`src/rtl/alu_ctrl_exec.sv`:
```
`default_nettype none
// ============================================================================
//  Module      : alu_ctrl_exec
//  Description : Execution slice of the 16-bit, 8-register core. A five-state
//                control FSM captures one instruction on run, drives the
//                operand-latch, execute and write-back strobes for the
//                enclosing register file, and produces a registered 16-bit
//                ALU result with a zero flag.
//  Revision    : 1.0  initial release
// ============================================================================
module alu_ctrl_exec (
    input  logic        clk,
    input  logic        reset,
    input  logic        run,
    input  logic [15:0] instruction,
    input  logic [15:0] in_a,
    input  logic [15:0] in_b,
    output logic        en_s,
    output logic        en_c,
    output logic [7:0]  en_reg,
    output logic        done,
    output logic [2:0]  rx,
    output logic [2:0]  ry,
    output logic [15:0] alu_out,
    output logic        zero
);

    typedef enum logic [2:0] {
        S_IDLE = 3'd0,
        S_LOAD = 3'd1,
        S_EXEC = 3'd2,
        S_WB   = 3'd3,
        S_DONE = 3'd4
    } state_t;

    localparam logic [1:0] c_FMT_IMM = 2'b01;

    state_t      r_state;
    state_t      w_next_state;
    logic [15:0] r_ir;
    logic [15:0] r_op_a;
    logic [15:0] r_op_b;
    logic [15:0] r_alu_out;
    logic [15:0] w_op_b_mux;
    logic [15:0] w_alu_result;
    logic [2:0]  w_sel;
    logic [1:0]  w_fmt;

    assign w_sel = r_ir[4:2];
    assign w_fmt = r_ir[1:0];
    assign rx    = r_ir[15:13];
    assign ry    = r_ir[12:10];

    // Immediate format replaces the register operand with the zero-extended
    // 8-bit field that overlaps Ry and the spare bits.
    assign w_op_b_mux = (w_fmt == c_FMT_IMM) ? {8'h00, r_ir[12:5]} : in_b;

    // State register
    always_ff @(posedge clk or posedge reset) begin
        if (reset) begin
            r_state <= S_IDLE;
        end else begin
            r_state <= w_next_state;
        end
    end

    // Next-state sequencing and Moore strobe decode
    always_comb begin
        w_next_state = r_state;
        en_s         = 1'b0;
        en_c         = 1'b0;
        en_reg       = 8'h00;
        done         = 1'b0;
        case (r_state)
            S_IDLE: begin
                if (run) begin
                    w_next_state = S_LOAD;
                end
            end
            S_LOAD: begin
                en_s         = 1'b1;
                w_next_state = S_EXEC;
            end
            S_EXEC: begin
                en_c         = 1'b1;
                w_next_state = S_WB;
            end
            S_WB: begin
                en_reg       = 8'b0000_0001 << r_ir[15:13];
                w_next_state = S_DONE;
            end
            S_DONE: begin
                done         = 1'b1;
                w_next_state = S_IDLE;
            end
            default: begin
                w_next_state = S_IDLE;
            end
        endcase
    end

    // Instruction register: captured only when a new operation is accepted
    always_ff @(posedge clk or posedge reset) begin
        if (reset) begin
            r_ir <= 16'h0000;
        end else if (r_state == S_IDLE && run) begin
            r_ir <= instruction;
        end
    end

    // Operand latches: sample A and muxed B at the end of LOAD
    always_ff @(posedge clk or posedge reset) begin
        if (reset) begin
            r_op_a <= 16'h0000;
            r_op_b <= 16'h0000;
        end else if (r_state == S_LOAD) begin
            r_op_a <= in_a;
            r_op_b <= w_op_b_mux;
        end
    end

    // ALU function on the latched operands; carries and borrows are dropped
    always_comb begin
        w_alu_result = 16'h0000;
        case (w_sel)
            3'd0:    w_alu_result = r_op_a + r_op_b;
            3'd1:    w_alu_result = r_op_a - r_op_b;
            3'd2:    w_alu_result = r_op_a & r_op_b;
            3'd3:    w_alu_result = r_op_a | r_op_b;
            3'd4:    w_alu_result = r_op_a ^ r_op_b;
            3'd5:    w_alu_result = r_op_a << r_op_b[3:0];
            3'd6:    w_alu_result = r_op_a >> r_op_b[3:0];
            default: w_alu_result = r_op_b;
        endcase
    end

    // Result register: updates only at the end of EXEC and holds otherwise
    always_ff @(posedge clk or posedge reset) begin
        if (reset) begin
            r_alu_out <= 16'h0000;
        end else if (r_state == S_EXEC) begin
            r_alu_out <= w_alu_result;
        end
    end

    assign alu_out = r_alu_out;
    assign zero    = (r_alu_out == 16'h0000);

endmodule
`default_nettype wire

```
`config.mk`:
```
export PLATFORM = sky130hd
export DESIGN_NAME = alu_ctrl_exec
export DESIGN_NICKNAME = d
export VERILOG_FILES = /design/src/rtl/alu_ctrl_exec.sv
export SDC_FILE = /design/constraint.sdc
export NUM_CORES = 1
export LEC_CHECK = 0
export BUFFER_PORTS_ARGS = -buffer_cell sky130_fd_sc_hd__clkbuf_2
export CAP_MARGIN = 20
export CORE_ASPECT_RATIO = 1.1
export CORE_MARGIN = 2
export CORE_UTILIZATION = 27
export CTS_BUF_LIST = sky130_fd_sc_hd__clkbuf_4 sky130_fd_sc_hd__clkbuf_8 sky130_fd_sc_hd__clkbuf_16
export CTS_CLUSTER_DIAMETER = 30
export DETAILED_ROUTE_END_ITERATION = 8
export GPL_TIMING_DRIVEN = 0
export MAX_ROUTING_LAYER = met4
export SETUP_SLACK_MARGIN = 0.15
export SLEW_MARGIN = 20
export SYNTH_ARGS = -nofsm -noshare
export SYNTH_HDL_FRONTEND = slang
export SYNTH_SLANG_ARGS = --single-unit
```
`constraint.sdc`:
```
create_clock -name clk -period 3.4 [get_ports clk]
set_input_delay 0.68 -clock clk [delete_from_list [all_inputs] [get_ports clk]]
set_output_delay 0.68 -clock clk [all_outputs]
set_load 0.02 [all_outputs]
```
==> results.json <==
{
  "rrSetupSlack_ns": 0.23,
  "busiest_layer": "met2",
  "final_util": 0.3317,
  "grt_util_met2": 0.3329,
  "initial_utilization": 0.2760,
  "clockBufferDepth": 2,
  "register_area_sq_um": 1678,
  "core-area_sq_um": 23000,
  "die_area_sq_um": 24760,
  "synth_nets": 831,
  "wl_per_cell_um": 21.58,
  "grt_start_max_net_pins": 37,
  "clock_sinks": 67,
  "grt_util_met1": 0.2600,
  "rr_endpoint": "alu_out[14]",
  "holdCritPathClass": "in2async",
  "antenna_cells": 0,
  "max_freq_mhz": 315.0,
  "cap_violations": 0,
  "setup_violations": 0,
  "drc": 0,
  "grt_use_total": 0.2081,
  "hold_viol": 0,
  "numCtsBuffers": 9,
  "fill_cells": 2418,
  "relSlewSlack": 0.3802,
  "startpoint": "r_op_b[0]",
  "nets": 930,
  "port_buffers": 84,
  "ant_nets": 0,
  "io_pins": 85,
  "syn_area_sq_um": 6349,
  "end_kind": "flop",
  "synth-seq-area-share": 0.2641,
  "avgSynthCellArea_sq_um": 8.697,
  "die_h_um": 164.8,
  "clk_pin_slew_worst_paths_ns": 0.06,
  "period_needed_ns": 3.174,
  "insertion_delay_ns": 0.35,
  "grt_pass1_wl_mm": 37.25,
  "outcome": "completed",
  "rsz0062_at_grt": "true",
  "synth_edf_count": 0,
  "place_hpwl_mm": 19.65,
  "worstSetupPathType": "reg2reg",
  "dr.pass1.iters": 5,
  "clk_root_buffer_cell": "clkbuf_16",
  "worst_pin_slew_ns": 0.9262,
  "finalMaxSlewViolations": 0,
  "finalCritPeriodShare": 0.9336,
  "syn_inst": 730,
  "drtIter0Drc": 572,
  "synth_flop_cell": "dfrtp_1",
  "overflow": 0,
  "r2r_start": "r_op_b[0]",
  "grt_pass1_vias": 6215,
  "cts_max_level": 3,
  "synth.distinct_cells": 73,
  "num_rows": 58,
  "routed_wl_mm": 24.46,
  "drive_gt1_frac": 0.2353,
  "multi_input_area_sq_um": 4293,
  "grt_use_met3": 0.02956,
  "cp_slowest_cell": "fa_2",
  "synth-seq-cells": 67,
  "arrival_ns": 3.40,
  "required_ns": 3.62,
  "cp_max_fo": 10,
  "critPathMaxStageDelay_ns": 0.44,
  "cts_hold_buf": 0,
  "rr_worst_depth": 13,
  "crit_end": "alu_out[14]",
  "fin_tns_setup_ns": 0,
  "start_kind": "flop",
  "gp_congestion": 0.9932,
  "vias": 6170,
  "ys_async_sr_fraction": 1.000,
  "area_growth_pct": 20.20,
  "crit_chain": "buf_6 > buf_12 > inv_6 > ha_4 > nand2_1 > o21ai_0 > fa_2 > nor2b_2 > o2111ai_4 > a41oi_2 > o22a_1 > mux2i_1 > a21oi_1",
  "cts_tree": "done",
  "fin_worst_skew_ns": 0.008800,
  "hold_ws_ns": 0.3160,
  "avgViaCountPerCell": 5.446,
  "die_width_um": 150.2,
  "antenna_found_initial": 0,
  "synth_warnings": 0
}
==> how the worst min path moves through the flow <==
stage            start        end  slack, ns  cells past startpoint
2_1_floorplan  r_ir[1]    r_ir[1]       0.47                      1
3_3_place_gp   r_ir[1]    r_ir[1]       0.48                      1
3_5_place_dp   r_ir[1]    r_ir[1]       0.49                      1
4_1_cts          reset  r_op_b[4]       0.33                      2
5_1_grt          reset   r_ir[11]       0.36                      2
6_report         reset   r_ir[11]       0.32                      2
==> Yosys cell counts (all sizes together) (7+ instances only) <==
library cell / instances / share of area
a21o: 9 / 0.011
nor3: 10 / 0.0079
a21oi: 55 / 0.043
dfrtp: 67 / 0.26
o211ai: 7 / 0.0083
mux2: 18 / 0.032
a211oi: 8 / 0.0095
nand2: 66 / 0.039
o21ai: 64 / 0.050
nor2b: 9 / 0.0089
mux4: 19 / 0.072
nand3: 25 / 0.020
o22ai: 9 / 0.0089
a221oi: 10 / 0.016
nand2b: 11 / 0.011
and3: 7 / 0.0069
a31oi: 9 / 0.0089
nor2: 63 / 0.037
buf: 34 / 0.040
clkbuf: 16 / 0.0095
inv: 44 / 0.026
mux2i: 28 / 0.044
xnor2: 21 / 0.029
ha: 49 / 0.097
==> flip-flops by register name, indices dropped and copies added (netlist names) <==
name and flops:
alu_out 16, r_ir 16, r_op_a 16, r_op_b 16
r_state 3
==> logic make-up (layout without fill, tap and decap cells) <==
logic type               Yosys count  after routing  synth area share
XOR/XNOR                          22             22           0.03035
AO/OA/AOI/OAI                    213            213            0.2164
multiplexers                      65             65            0.1482
AND/OR/NAND/NOR                  218            218            0.1650
flip-flops                        67             67            0.2641
adder cells (fa/ha/maj)           50             50           0.09972
buffers and inverters             95            198           0.07627
==> area by class of cell <==
class                      instances  share of cell area
inverter                          45             0.02361
buffer                            48             0.04115
timing repair buffer              90             0.06263
multi-input combinational        568              0.5626
tap                              300             0.04919
clock buffer                      12             0.03492
clock inverter                     3            0.006067
sequential                        67              0.2199
==> layout by cell type (no fill, tap or decap), drive strengths merged, types with 25 or more instances in the layout <==
cell type,netlist,final
nand2,66,66
dfrtp,67,67
ha,49,49
clkbuf,16,111
a21oi,55,55
inv,44,43
nor2,63,63
o21ai,64,64
buf,34,39
nand3,25,25
mux2i,28,28
==> critical path, delay by kind of cell, from the launching register on <==
family                   cells  cell delay, ns
buffers and inverters        3            0.42
multiplexers                 1            0.27
AO/OA/AOI/OAI                5            1.02
AND/OR/NAND/NOR              2            0.26
flip-flops                   1            0.40
adder cells (fa/ha/maj)      2            0.65
==> metrics by stage <==
stage | worst slack, ns | cells | area, sq um
6_report | 0.2257 | 1133 | 7631
5_1_grt | 0.1391 | 1133 | 7631
4_1_cts | 0.1729 | 1129 | 7548
3_5_place_dp | -0.3924 | 1115 | 7167
3_3_place_gp | -0.4745 | 1114 | 7144
2_1_floorplan | 0.5075 | 730 | 6349
==> what timing repair did <==
action	4_1_cts	5_1_grt
setup endpoints to repair	11	9
pin swaps	3	4
setup buffers	1	4
resized for setup	16	10
cloned	0	0
==> routing by layer <==
layer,up-vias,wire length [um]
li1,2872,-
met1,2975,10710
met2,265,11310
met3,58,1375
met4,0,1057
met5,-,0
Power is left out: the tool's default activity adds up to more than one toggle a clock period on the data nets, which glitch-free logic cannot reach.
